**src/rtl/fetch_queue.sv**
```systemverilog
// Instruction fetch unit with a DEPTH-entry prefetch buffer between a req/ack
// instruction memory and the ID stage; redirects flush and restart fetching.
module fetch_queue #(
  parameter int          DEPTH    = 4,
  parameter logic [31:0] RESET_PC = 32'h0000_0000
) (
  input  logic        clk,
  input  logic        reset,
  output logic        imem_req,
  output logic [31:0] imem_addr,
  input  logic        imem_ack,
  input  logic [31:0] imem_rdata,
  input  logic        redirect,
  input  logic [31:0] redirect_pc,
  input  logic        instr_ready,
  output logic        instr_valid,
  output logic [31:0] instr,
  output logic [31:0] instr_pc,
  output logic [31:0] instr_pc4,
  output logic [1:0]  dbg_state
);

  localparam int          AW   = $clog2(DEPTH);
  localparam logic [AW:0] FULL = (AW + 1)'(DEPTH);

  typedef enum logic [1:0] {
    S_IDLE  = 2'd0,
    S_BUSY  = 2'd1,
    S_DRAIN = 2'd2
  } state_t;

  state_t        r_state;
  logic [31:0]   r_instr_mem [DEPTH];
  logic [31:0]   r_pc_mem    [DEPTH];
  logic [AW-1:0] r_rd_ptr;
  logic [AW-1:0] r_wr_ptr;
  logic [AW:0]   r_count;
  logic [31:0]   r_fetch_pc;
  logic [31:0]   r_drain_addr;

  logic          w_pop;
  logic          w_write;
  logic [AW:0]   w_count_next;
  logic [31:0]   w_target;

  // Handshakes: an ID transfer happens on a cycle with instr_valid & instr_ready
  // (a redirect cancels it); a memory transfer completes on a cycle with
  // imem_req & imem_ack, and imem_req/imem_addr never change before that.
  assign w_pop        = instr_valid & instr_ready & ~redirect;
  assign w_write      = (r_state == S_BUSY) & imem_ack & ~redirect;
  assign w_count_next = r_count + {{AW{1'b0}}, w_write} - {{AW{1'b0}}, w_pop};
  assign w_target     = redirect_pc & ~32'd3;

  always_ff @(posedge clk or posedge reset) begin
    if (reset) begin
      r_state      <= S_IDLE;
      r_count      <= '0;
      r_rd_ptr     <= '0;
      r_wr_ptr     <= '0;
      r_fetch_pc   <= RESET_PC;
      r_drain_addr <= '0;
    end else if (redirect) begin
      r_count    <= '0;
      r_rd_ptr   <= '0;
      r_wr_ptr   <= '0;
      r_fetch_pc <= w_target;
      case (r_state)
        S_BUSY: begin
          // The outstanding address must stay on the bus until the memory acks it.
          if (!imem_ack) begin
            r_state      <= S_DRAIN;
            r_drain_addr <= r_fetch_pc;
          end else begin
            r_state <= S_BUSY;
          end
        end
        S_DRAIN: r_state <= imem_ack ? S_BUSY : S_DRAIN;
        default: r_state <= S_BUSY;
      endcase
    end else begin
      if (w_pop) r_rd_ptr <= r_rd_ptr + 1'b1;
      if (w_write) begin
        r_wr_ptr   <= r_wr_ptr + 1'b1;
        r_fetch_pc <= r_fetch_pc + 32'd4;
      end
      r_count <= w_count_next;
      case (r_state)
        S_IDLE: if (r_count < FULL) r_state <= S_BUSY;
        S_BUSY: if (imem_ack) r_state <= (w_count_next < FULL) ? S_BUSY : S_IDLE;
        S_DRAIN: if (imem_ack) r_state <= S_BUSY;
        default: r_state <= S_IDLE;
      endcase
    end
  end

  always_ff @(posedge clk) begin
    if (w_write) begin
      r_instr_mem[r_wr_ptr] <= imem_rdata;
      r_pc_mem[r_wr_ptr]    <= r_fetch_pc;
    end
  end

  always_comb begin
    imem_req  = (r_state != S_IDLE);
    imem_addr = '0;
    if (r_state == S_BUSY)       imem_addr = r_fetch_pc;
    else if (r_state == S_DRAIN) imem_addr = r_drain_addr;
  end

  assign instr_valid = (r_count != '0);
  assign instr       = instr_valid ? r_instr_mem[r_rd_ptr] : 32'd0;
  assign instr_pc    = instr_valid ? r_pc_mem[r_rd_ptr] : 32'd0;
  assign instr_pc4   = instr_valid ? (r_pc_mem[r_rd_ptr] + 32'd4) : 32'd0;
  assign dbg_state   = r_state;

endmodule

```
**config.mk**
```make
export PLATFORM = sky130hd
export DESIGN_NAME = fetch_queue
export DESIGN_NICKNAME = d
export VERILOG_FILES = /design/src/rtl/fetch_queue.sv
export SDC_FILE = /design/constraint.sdc
export NUM_CORES = 1
export LEC_CHECK = 0
export ABC_AREA = 1
export CAP_MARGIN = 20
export CORE_MARGIN = 2
export CORE_UTILIZATION = 56
export DETAILED_ROUTE_END_ITERATION = 10
export PLACE_DENSITY = 0.81
export SYNTH_ARGS = -nofsm -noshare
export SYNTH_HDL_FRONTEND = slang
export SYNTH_SLANG_ARGS = --single-unit
```
**constraint.sdc**
```tcl
create_clock -name clk -period 6.7 [get_ports clk]
set_input_delay 1.34 -clock clk [delete_from_list [all_inputs] [get_ports clk]]
set_output_delay 1.34 -clock clk [all_outputs]
set_load 0.01 [all_outputs]
```
* Word level (Yosys, flattened, before mapping)
Memory sizes are Yosys's and may differ from the RTL's.
Index checks and enable logic that the tools add are counted.
** Word-level totals
- Register bits :: 73
- Bits in writable memories :: 256
- Input port bits :: 69
- Logic and storage cells :: 57
- Memories kept :: 2
** Operators by class
- $add $sub $neg :: 6
- $lt $le $gt $ge :: 2
- Eq/ne operators :: 5
- Mux-type cells :: 22
- Bitwise logic cells :: 6
- Reductions and logical operators :: 8
** Memories
- r_instr_mem :: depth 4, bits a word 32, rd ports 1, clocked after memory_dff 0, write ports 1, line 33 : logic [31:0] r_instr_mem [DEPTH];
- r_pc_mem :: depth 4, bits a word 32, rd ports 1, clocked after memory_dff 0, write ports 1, line 34 : logic [31:0] r_pc_mem [DEPTH];
** Operators by type and width (number)
- $mux 32 :: 7
- $add 32x3->32 const B :: 2
- $mux 2 :: 10
- $ne 3x3->1 const B :: 3
- $lt 3x3->1 const B :: 2
- $pmux 2 s3 :: 1
- $reduce_and 3->1 :: 2
- $reduce_bool 2->1 :: 3
- $add 2x1->2 const B :: 2
- $and 1x1->1 :: 4
- $add 3x1->3 :: 1
- $mux 1 :: 3
- $mux 3 :: 1
- $reduce_bool 3->1 :: 1
- $sub 3x1->3 :: 1
- $eq 2x1->1 const B :: 1
- $eq 2x2->1 const B :: 1
- $logic_not 2->1 :: 1
- $not 1->1 :: 2
- $reduce_or 2->1 :: 1

* Longest topological paths before layout
Gate-level depths: netlist of run 1.
- Depth after elaboration :: 10
- Gate-level depth with buffers :: 16
- Gate-level depth less buffers :: 15

* Least setup slack after synthesis of run 1
OpenSTA, ideal clock, no wires.
- Path kind :: input-to-reg
- Start :: input redirect
- End :: memory r_instr_mem[0][0] (enable)
- Setup time :: 0.482 ns
- Arrival time :: 4.838 ns
- Slack :: 1.380 ns
- Stages :: 5
- Buffers on the path :: 2
- Cell sequence :: clkbuf_1 nor2_1 inv_1 clkbuf_1 nor2_1
** Between the ends
- Longest elaborated chain between the ends :: 4
** RTL lines
- from (decl) :: line 13 : input logic redirect,
- $not 1->1 :: line 50 : assign w_write = (r_state == S_BUSY) & imem_ack & ~redirect;
- $and 1x1->1 :: line 50
- $mux 1 :: line 97 : if (w_write) begin
- $mux 1 (not written as such) :: line 98 : r_instr_mem[r_wr_ptr] <= imem_rdata;
- to (decl) :: line 33
Every way passes these cells.

* Worst setup path after layout of run 1
- Start :: register r_rd_ptr[0]
- End :: output instr_pc4[16]
** Between the ends
- Longest elaborated chain between the ends :: 3
** RTL lines
- from (decl) :: line 35 : logic [AW-1:0] r_rd_ptr;
- from (signal assigned) :: line 81 : if (w_pop) r_rd_ptr <= r_rd_ptr + 1'b1;
- $mem_v2 4x32
- $add 32x3->32 :: line 113 : assign instr_pc4 = instr_valid ? (r_pc_mem[r_rd_ptr] + 32'd4) : 32'd0;
- $mux 32 :: line 113
- to (decl) :: line 19 : output logic [31:0] instr_pc4,
Every way passes these cells.

==> flow_metrics.py, run 1 <==
metrics = {
    "run_status": {
        "run_status": "completed",
    },
    "clocking": {
        "worst_setup_hold_path_clk_slew_ns": 0.06,
        "cts.sink_count": 317,
        "postCtsSetupBuffers": 0,
        "cts-htree-levels": 1,
        "cts_buffer_depth": 3,
        "clockRootBuffer": "clkbuf_16",
        "cts.hold.buffers_added": 0,
        "worst_skew_pair.late_latency_ns": 0.54,
        "cts_resized": 0,
        "clock_tree_from_tritoncts": "yes",
        "cts_made_buffers": 29,
    },
    "final_layout": {
        "multi_input_comb_area_um2": 5290,
        "antennaDiodeCount": 0,
        "num-fill-cells": 1959,
        "area_growth_pct": 20.4,
        "layout_cell_area_excl_fill_um2": 18400,
        "seq_area_um2": 9180,
        "nets": 1924,
        "final_cell_count_no_fill": 2206,
        "final_core_util_pct": 68.6,
        "final_layout_size_suffix_gt1_share_pct": 5.04,
    },
    "yosys": {
        "yosysTopAreaCell": "edfxtp_1",
        "synth-simple-area-share_pct": 23.9,
        "synth_compound_area_share_pct": 7.93,
        "synth_warnings": 0,
        "async_reset_ff_share_pct": 21.8,
        "ys_types": 37,
        "most_area_consuming_cells_after_synthesis": "edfxtp_1, nand2_1, dfrtp_1",
        "synth_seq_area_share_pct": 60.0,
        "synth_fa_ha_area_share_pct": 1.11,
        "yosys_register_bits": 317,
        "synthFlopType": "edfxtp_1",
        "synth_area_per_cell_um2": 9.09,
        "yosys-mux-area-fraction_pct": 0,
        "synth.top_cell.area_share_pct": 48.7,
        "summed_instance_area_of_the_synthesized_netlist_um2": 15300,
        "dominant_combinational_cell_family_by_area_after_synthesis": "simple AND/OR/NAND/NOR gates",
        "netlist_instances": 1683,
        "synth-xor-area-share_pct": 1.26,
        "synth_enable_flop_cells": 248,
    },
    "timing": {
        "worst_slew_pin_slew_ns": 1.04,
        "final_critical_path_setup_slack_ns": 0.995,
        "timing.setup.tns_ns": 0,
        "report.final.setup_viol": 0,
        "fmax_mhz": 175,
        "hold-worst-slack_ns": 0.493,
        "max_slew_margin_pct": 30.7,
        "finalHoldViolations": 0,
        "rsz0062_at_grt": "no",
        "period_needed_ns": 5.71,
        "final_period_utilization_pct": 85.2,
        "finClkSkew_ns": 0.00821,
        "timing_max_transition_violations_final": 0,
    },
    "placement": {
        "placed_cells": 2151,
        "portBuffers": 192,
        "dpl.hpwl_mm": 24.3,
        "dpl_cell_area_um2": 17400,
        "preCtsSetupSlack_ns": 1.65,
        "place.gp.congestion": 0.959,
    },
    "routing": {
        "initialDrtViolationCount": 1342,
        "routed_wl_mm": 38.3,
        "drc_errors": 0,
        "detail_route.first_pass.iterations": 8,
        "routedWlPerCell_um": 17.4,
        "post_drt_via_cell_ratio": 5.60,
        "antenna_left": 0,
        "detailroute.via_count": 12300,
    },
    "floorplan": {
        "fp.dieArea_um2": 28700,
        "starting_density_of_the_core_pct": 56.9,
        "coreArea_um2": 26900,
        "io_pins": 201,
        "chipWidth_um": 169,
        "die_height_um": 169,
        "rows": 60,
    },
    "critical_path": {
        "critical_path.endpoint_type": "output port",
        "setup.reg_to_reg.worst_slack_ns": 2.90,
        "worstSetupPathType": "reg -> out",
        "critical_path.startpoint_type": "flop",
        "cp_data_arrival_time_ns": 4.37,
        "worst_ep_required_time_ns": 5.36,
        "crit_fanout": 134,
    },
    "flow_run": {
        "count_of_maximum_capacitance_violations": 0,
    },
    "pwr": {
        "p_total_mw": 7.14,
        "power_density_nw_per_um2": 388,
        "power_leakage_nw": 7.29,
        "vdd_drop_max_v": 0.000276,
    },
    "grt": {
        "grt_usage_pct": 26.4,
        "largest_net_degree_at_the_start_of_global_routing": 135,
        "grt_first_pass_wirelength_mm": 60.1,
        "grt_antenna_before_repair": 0,
        "gr-total-overflow": 0,
        "first_global_vias": 11700,
    },
    "min_path": {
        "timing.hold.worst.class": "reg -> reg",
    },
}
logic make-up (layout without fill, tap and decap cells):
| group | Yosys count | count (layout) |
|---|---|---|
| other | 1 | 6 |
| flip-flops | 317 | 317 |
| AND/OR/NAND/NOR | 902 | 902 |
| adder cells (fa/ha/maj) | 13 | 13 |
| AO/OA/AOI/OAI | 231 | 231 |
| XOR/XNOR | 22 | 22 |
| buffers and inverters | 197 | 374 |
Yosys cell counts (2+ instances only):
master / instances
o211ai_1: 12
nor2_4: 5
buf_1: 6
buf_6: 9
edfxtp_1: 248
nand2_2: 9
nand4_1: 6
nand2_1: 476
nand3_1: 117
ha_1: 12
nor3_1: 17
xor2_1: 21
o221ai_1: 4
and2_1: 2
dfrtp_1: 69
inv_1: 108
a31oi_1: 2
buf_4: 14
buf_2: 17
nor2_1: 263
nor2_2: 4
a21oi_1: 56
o21ai_0: 153
clkbuf_1: 40
worst max-delay path: stages (launching register included):
cell and delay [ns]:
dfrtp_4 1.08, inv_6 0.50, nand2_1 0.19, o211ai_1 0.10, nand2_1 0.20, ha_1 0.21, nand2_1 0.10, nor2_2 0.13
nand2_1 0.11, nor2_1 0.24, o21ai_0 0.11, nor2_1 0.17, clkdlybuf4s50_1 0.56
flip-flops by register name (all words and copies together), names as in the netlist:
| register | count |
|---|---|
| r_fetch_pc | 30 |
| r_count | 3 |
| r_drain_addr | 30 |
| r_rd_ptr | 2 |
| r_wr_ptr | 2 |
| r_instr_mem | 128 |
| dbg_state | 2 |
| r_pc_mem | 120 |
final timing paths:
path	from	endpoint	cells past startpoint
max	r_rd_ptr[0]	instr_pc4[16]	12
min	r_drain_addr[16]	r_drain_addr[16]	2
max reg2reg	r_count[2]	dbg_state[0]	14
min reg2reg	r_drain_addr[16]	r_drain_addr[16]	2
max in group asynchronous	reset	r_rd_ptr[0]	3
min in group asynchronous	reset	r_drain_addr[2]	3
final cells by class:
class	count	share of cell area [%]
Tap cell	341	2.32
Timing Repair Buffer	209	11.2
Clock inverter	17	1.18
Multi-Input combinational cell	1174	28.7
Sequential cell	317	49.8
Inverter	111	2.29
Clock buffer	37	4.44
report_power, final:
part	leakage, nW	internal, mW	switching, mW
Combinational	3.68	1.12	1.65
Clock	0.512	1.06	0.704
Sequential	3.10	2.38	0.232
per-layer routing:
| metal | part of all wire [%] | routed length, um | vias to the layer above | track usage [%] |
|---|---|---|---|---|
| met5 | 0 | 0 | - | 0 |
| met2 | 47 | 18000 | 647 | 43.8 |
| met1 | 42 | 16100 | 5755 | 37.5 |
| met3 | 9.0 | 3450 | 62 | 3.24 |
| met4 | 1.8 | 707 | 0 | 6.73 |
| li1 | - | - | 5884 | - |
cell usage in the layout, fill, tap and decap left out, drive strengths merged:
| cell | instances |
|---|---|
| dfrtp | 69 |
| o21bai | 1 |
| clkdlybuf4s50 | 192 |
| conb | 6 |
| buf | 17 |
| nor4 | 1 |
| xnor2 | 1 |
| a32oi | 1 |
| o311ai | 1 |
| ha | 12 |
| o211ai | 12 |
| o21ai | 154 |
| fa | 1 |
| clkbuf | 37 |
| clkinvlp | 1 |
| edfxtp | 248 |
| nand2 | 485 |
| a21oi | 56 |
| inv | 112 |
| a31oi | 2 |
| o221ai | 4 |
| nor3 | 18 |
| nor2 | 272 |
| nand4 | 6 |
| and2 | 2 |
| xor2 | 21 |
| clkinv | 10 |
| nand3 | 117 |
| nor3b | 1 |
| bufinv | 5 |
Note: power is estimated with default switching activity, not from simulation.
==> run 2, diff against run 1 <==
Settings changed: CORE_MARGIN 2 to 3, CORE_UTILIZATION 56 to 50, PLACE_DENSITY 0.81 to 0.76.
Clock period 6.7 ns to 4.8 ns, I/O delays scaled along.
==> run 2 against run 1 <==
Effect of this change:
- sequential cell count is the same
- critical path depth is the same
- via count shrank 1.5%
- routed wire length grew 0.26%
==> flow_metrics.py, run 2 (synthesized netlist as in run 1, its figures left out) <==
metrics = {
    "run_status": {
        "run_status": "completed",
    },
    "timing": {
        "final_critical_path_setup_slack_ns": 0.205,
        "report.final.setup_viol": 0,
        "max_slew_margin_pct": 31.0,
        "rsz0062_at_grt": "no",
        "period_needed_ns": 4.59,
        "fmax_mhz": 218,
        "hold-worst-slack_ns": 0.490,
        "final_period_utilization_pct": 95.7,
        "timing_max_transition_violations_final": 0,
        "finalHoldViolations": 0,
        "worst_slew_pin_slew_ns": 1.03,
        "finClkSkew_ns": 0.0196,
    },
    "critical_path": {
        "critical_path.endpoint_type": "output port",
        "cp_data_arrival_time_ns": 3.63,
        "critPathSlowestCell": "dfrtp_2",
        "timing.rr.start": "r_count[1]",
        "cp_slowest_stage_delay_ns": 0.69,
        "path_cells": "inv_2 > buf_12 > nand3_1 > nand2_1 > inv_1 > nand2_1 > nor2_1 > nand3_1 > nand2_1 > nand2_1 > nor2_1 > clkdlybuf4s50_1",
        "worst_ep_required_time_ns": 3.84,
        "critical_path.startpoint_type": "flop",
        "setup.worst_path.start": "r_rd_ptr[1]",
        "timing.critical_path.mode_cell": "nand2_1",
        "setup.reg_to_reg.worst_slack_ns": 1.18,
        "crit_fanout": 35,
        "worstSetupPathType": "reg -> out",
    },
    "min_path": {
        "timing.hold.worst.class": "reg -> reg",
        "hold_path.startpoint": "r_drain_addr[30]",
    },
    "placement": {
        "place.gp.congestion": 0.878,
        "portBuffers": 192,
        "preCtsSetupSlack_ns": 0.691,
        "dpl.hpwl_mm": 25.0,
    },
    "final_layout": {
        "area_growth_pct": 21.3,
        "antennaDiodeCount": 0,
        "largest_register_ff_count": 128,
        "mostFrequentLayoutCells": "nand2_1, nor2_1, edfxtp_1",
        "nets": 1933,
        "final_layout_size_suffix_gt1_share_pct": 5.28,
        "leading_cell_type_in_the_layout_fill_and_taps_excluded": "nand2_1",
        "largest_register": "r_instr_mem",
        "top_regs": "r_instr_mem: 128 flops, r_pc_mem: 120 flops",
    },
    "grt": {
        "gr-total-overflow": 0,
        "largest_net_degree_at_the_start_of_global_routing": 84,
        "grt_first_pass_wirelength_mm": 60.7,
        "first_global_vias": 11500,
        "grt_usage_pct": 22.8,
        "grt_antenna_before_repair": 0,
    },
    "floorplan": {
        "rows": 63,
        "starting_density_of_the_core_pct": 51.2,
        "chipWidth_um": 181,
        "coreArea_um2": 29900,
        "die_height_um": 181,
        "fp.dieArea_um2": 32700,
        "io_pins": 201,
    },
    "routing": {
        "initialDrtViolationCount": 1145,
        "antenna_left": 0,
        "post_drt_via_cell_ratio": 5.37,
        "routedWlPerCell_um": 16.9,
        "detail_route.first_pass.iterations": 5,
        "drc_errors": 0,
        "routed_wl_mm": 38.4,
        "detailroute.via_count": 12200,
    },
    "clocking": {
        "cts.hold.buffers_added": 0,
        "worst_setup_hold_path_clk_slew_ns": 0.06,
        "cts-htree-levels": 1,
        "cts_buffer_depth": 3,
        "worst_skew_pair.late_latency_ns": 0.56,
        "clockRootBuffer": "clkbuf_16",
        "cts_made_buffers": 31,
        "clock_tree_from_tritoncts": "yes",
        "cts.sink_count": 317,
    },
    "flow_run": {
        "count_of_maximum_capacitance_violations": 0,
    },
    "pwr": {
        "power_density_nw_per_um2": 533,
        "power_leakage_nw": 7.32,
        "vdd_drop_max_v": 0.000409,
    },
}
run 2: changes by cell type in the layout (fill, tap and decap cells not counted), moves of 2 or more:
cell       change
clkinv_4       +2
buf_12         +3
clkinv_1       +3
buf_6          +3
clkbuf_1       +2
bufinv_16      -2
inv_6          -2
run 2: critical path: cells and delay by family, from the launching register on:
family,cells,cell delay (ns)
buffers and inverters,4,1.34
DFF,1,0.69
and+or+nand+nor,8,1.01
run 2: metal layers:
metal | wire length [um] | global-route usage, %
met1 | 17200 | 33.1
met2 | 17700 | 36.8
met3 | 2840 | 3.38
met4 | 653 | 5.37
met5 | 0 | 0
run 2: through the flow:
stage / util (%) / total power [mW] / cells / TNS (ns) / instance area [um2]
floorplan: - / 5.79 / 1688 / -34.84 / 15300
global placement: 58.6 / 7.44 / 2206 / 0 / 17500
detailed placement: 58.6 / 7.52 / 2206 / 0 / 17500
CTS: 62.0 / 9.89 / 2263 / 0 / 18500
global route: 62.1 / 10.5 / 2265 / 0 / 18600
finish: 62.1 / 9.89 / 2265 / 0 / 18600
run 2: path summary, 6_finish.rpt:
check                              endpoint  depth (start not counted)
min in group asynchronous   r_drain_addr[3]                          2
max reg2reg                    dbg_state[0]                         14
max in group asynchronous       r_rd_ptr[0]                          3
min                        r_drain_addr[30]                          2
min reg2reg                r_drain_addr[30]                          2
max                           instr_pc4[19]                         12
run 2: final cells by class:
| cell class | count | area (um2) |
|---|---|---|
| tap | 390 | 488 |
| fill | 2414 | 11300 |
| multi-input combinational | 1174 | 5290 |
| sequential | 317 | 9180 |
| clock inverter | 17 | 165 |
| inverter | 111 | 433 |
| timing repair buffer | 216 | 2160 |
| clock buffer | 40 | 840 |
run 2: power breakdown:
part	switching, mW	internal [mW]	leakage [nW]
Sequential	0.273	3.33	3.10
Combinational	2.33	1.59	3.73
Clock	0.973	1.39	0.497
Total	3.58	6.31	7.32
run 2: what timing repair did:
item,in CTS,in global routing
setup endpoints to repair,0,20
setup buffers,0,1
gates resized for setup,0,5
==> run 3, diff against run 2 <==
Settings changed: CORE_UTILIZATION 50 to 28, PLACE_DENSITY 0.76 to default.
==> run 3 against run 2 <==
Effect of this change:
- hold slack got worse by 0.0039 ns
- clock-buffer cell count rose by 10
- clock skew rose by 0.0061 ns
- final area rose by 2.6%
- first-iteration DRC count fell by 18%
- total power rose by 3.8%
- global-route usage fell by 7.9 points
- critical endpoint is now instr_pc4[24]
==> flow_metrics.py, run 3 (synthesized netlist as in run 1, its figures left out) <==
metrics = {
    "floorplan": {
        "fp.dieArea_um2": 57500,
        "die_height_um": 240,
        "coreArea_um2": 53900,
        "chipWidth_um": 240,
        "io_pins": 201,
        "rows": 85,
        "starting_density_of_the_core_pct": 28.4,
    },
    "timing": {
        "finalHoldViolations": 0,
        "period_needed_ns": 4.45,
        "fmax_mhz": 224,
        "rsz0062_at_grt": "no",
        "final_period_utilization_pct": 92.8,
        "worst_slew_pin_slew_ns": 1.02,
        "report.final.setup_viol": 0,
        "max_slew_margin_pct": 32.2,
        "final_critical_path_setup_slack_ns": 0.345,
        "timing_max_transition_violations_final": 0,
        "finClkSkew_ns": 0.0257,
    },
    "clocking": {
        "clockRootBuffer": "clkbuf_16",
        "postCtsSetupBuffers": 0,
        "worst_skew_pair.late_latency_ns": 0.54,
        "cts_buffer_depth": 3,
        "clock_tree_from_tritoncts": "yes",
        "cts.sink_count": 317,
        "cts_made_buffers": 37,
        "cts-htree-levels": 2,
        "worst_setup_hold_path_clk_slew_ns": 0.05,
    },
    "routing": {
        "detail_route.first_pass.iterations": 7,
        "post_drt_via_cell_ratio": 4.74,
        "routed_wl_mm": 43.9,
        "antenna_left": 0,
        "routedWlPerCell_um": 17.0,
        "drc_errors": 0,
        "detailroute.via_count": 12200,
        "initialDrtViolationCount": 944,
    },
    "pwr": {
        "power_leakage_nw": 7.36,
        "power_density_nw_per_um2": 539,
        "vdd_drop_max_v": 0.000353,
    },
    "critical_path": {
        "cp_slowest_stage_delay_ns": 0.56,
        "critPathSlowestCell": "clkdlybuf4s50_1",
        "critical_path.endpoint_type": "output port",
        "ff2ff_path_depth": 15,
        "crit_fanout": 77,
        "worstSetupPathType": "reg -> out",
        "timing.critical_path.buf_inv": 3,
        "worst_path_top_cell_family_by_delay": "simple AND/OR/NAND/NOR gates",
        "cp_data_arrival_time_ns": 3.49,
        "path_cells": "buf_8 > nand2_1 > nand2_1 > nand2_1 > nand2_1 > ha_1 > nand2_1 > nor2_2 > nand2_1 > nor2_1 > nand2_1 > nand2_1 > inv_1 > nor2_1 > clkdlybuf4s50_1",
        "worst_ep_required_time_ns": 3.84,
        "critical_path.startpoint_type": "flop",
        "cp_depth": 15,
        "timing.critical_path.mode_cell": "nand2_1",
    },
    "final_layout": {
        "antennaDiodeCount": 0,
        "top_regs": "r_instr_mem: 128 flops, r_pc_mem: 120 flops",
        "largest_register": "r_instr_mem",
        "seq_area_um2": 9180,
        "multi_input_comb_area_um2": 5290,
        "mostFrequentLayoutCells": "nand2_1, nor2_1, edfxtp_1",
        "num-fill-cells": 5327,
        "leading_cell_type_in_the_layout_fill_and_taps_excluded": "nand2_1",
        "nets": 1937,
        "final_layout_size_suffix_gt1_share_pct": 5.27,
        "largest_register_ff_count": 128,
        "final_core_util_pct": 35.3,
        "area_growth_pct": 24.5,
    },
    "min_path": {
        "timing.hold.worst.class": "reg -> reg",
        "min_path_cells": 2,
    },
    "placement": {
        "place.gp.congestion": 0.866,
        "portBuffers": 192,
        "preCtsSetupSlack_ns": 0.597,
        "dpl.hpwl_mm": 28.9,
    },
    "run_status": {
        "run_status": "completed",
    },
    "grt": {
        "grt_antenna_before_repair": 0,
        "first_global_vias": 11600,
        "largest_net_degree_at_the_start_of_global_routing": 78,
        "grt_usage_pct": 14.9,
        "gr-total-overflow": 0,
        "grt_first_pass_wirelength_mm": 66.5,
    },
    "flow_run": {
        "count_of_maximum_capacitance_violations": 0,
    },
}
## run 3: cell count changes in the layout (fill, tap and decap cells not counted)
cell / before / now
buf_12: 3 / 5
buf_4: 17 / 16
buf_6: 3 / 0
bufinv_16: 3 / 1
clkbuf_1: 6 / 10
clkbuf_16: 31 / 39
clkbuf_8: 3 / 1
clkinv_1: 6 / 4
clkinv_2: 6 / 3
clkinv_4: 2 / 1
clkinvlp_4: 0 / 1
inv_16: 1 / 0
inv_8: 0 / 2
## run 3: final cells by class
class | count | share of cell area (%)
multi-input combinational | 1174 | 27.8
clock buffer | 50 | 5.39
sequential | 317 | 48.2
tap | 696 | 4.57
timing repair buffer | 214 | 11.3
inverter | 111 | 2.23
clock inverter | 11 | 0.486
## run 3: path summary, 6_finish.rpt
check	start	to	slack (ns)
worst max-delay path	r_rd_ptr[0]	instr_pc4[24]	0.35
worst min-delay path	r_drain_addr[13]	r_drain_addr[13]	0.49
worst max register to register	dbg_state[1]	dbg_state[0]	1.82
worst min register to register	r_drain_addr[13]	r_drain_addr[13]	0.49
max in group asynchronous	reset	r_fetch_pc[30]	3.05
min in group asynchronous	reset	r_drain_addr[5]	0.74
## run 3: per-stage QoR
| step | hold WS [ns] | setup TNS (ns) | std cells | instance area [um2] | power (mW) |
|---|---|---|---|---|---|
| after floorplan | 0.454 | -34.84 | 1688 | 15300 | 5.79 |
| after global placement | 0.467 | 0 | 2512 | 17900 | 7.65 |
| after detailed placement | 0.475 | 0 | 2512 | 17900 | 7.71 |
| after CTS | 0.489 | 0 | 2573 | 19000 | 10.4 |
| after global routing | 0.502 | 0 | 2573 | 19000 | 10.9 |
| final | 0.486 | 0 | 2573 | 19000 | 10.3 |
## run 3: report_power, final
part	internal, mW	total (mW)	switching, mW
Clock	1.55	2.62	1.07
Sequential	3.33	3.60	0.267
Combinational	1.59	4.05	2.46
## run 3: per-layer routing
layer / GRT usage, % / vias to the layer above / wire length (um)
li1: - / 5916 / -
met1: 20.7 / 5769 / 19900
met2: 24.3 / 444 / 20200
met3: 2.58 / 56 / 2930
met4: 3.94 / 0 / 884
met5: 0 / - / 0
## run 3: what timing repair did
action,in CTS,in global routing
gates resized for setup,0,4
hold buffers,0,0
endpoints found under the hold margin,0,0
setup endpoints to repair,0,18
## run 3: worst register-to-register path: cells and delay by family, from the launching register on
family / cells / cell delay [ns]
adder cells (fa/ha/maj): 4 / 1.03
AND/OR/NAND/NOR: 4 / 0.58
flip-flops: 1 / 0.42
buffers and inverters: 4 / 0.30
XOR/XNOR: 1 / 0.30
AO/OA/AOI/OAI: 2 / 0.27
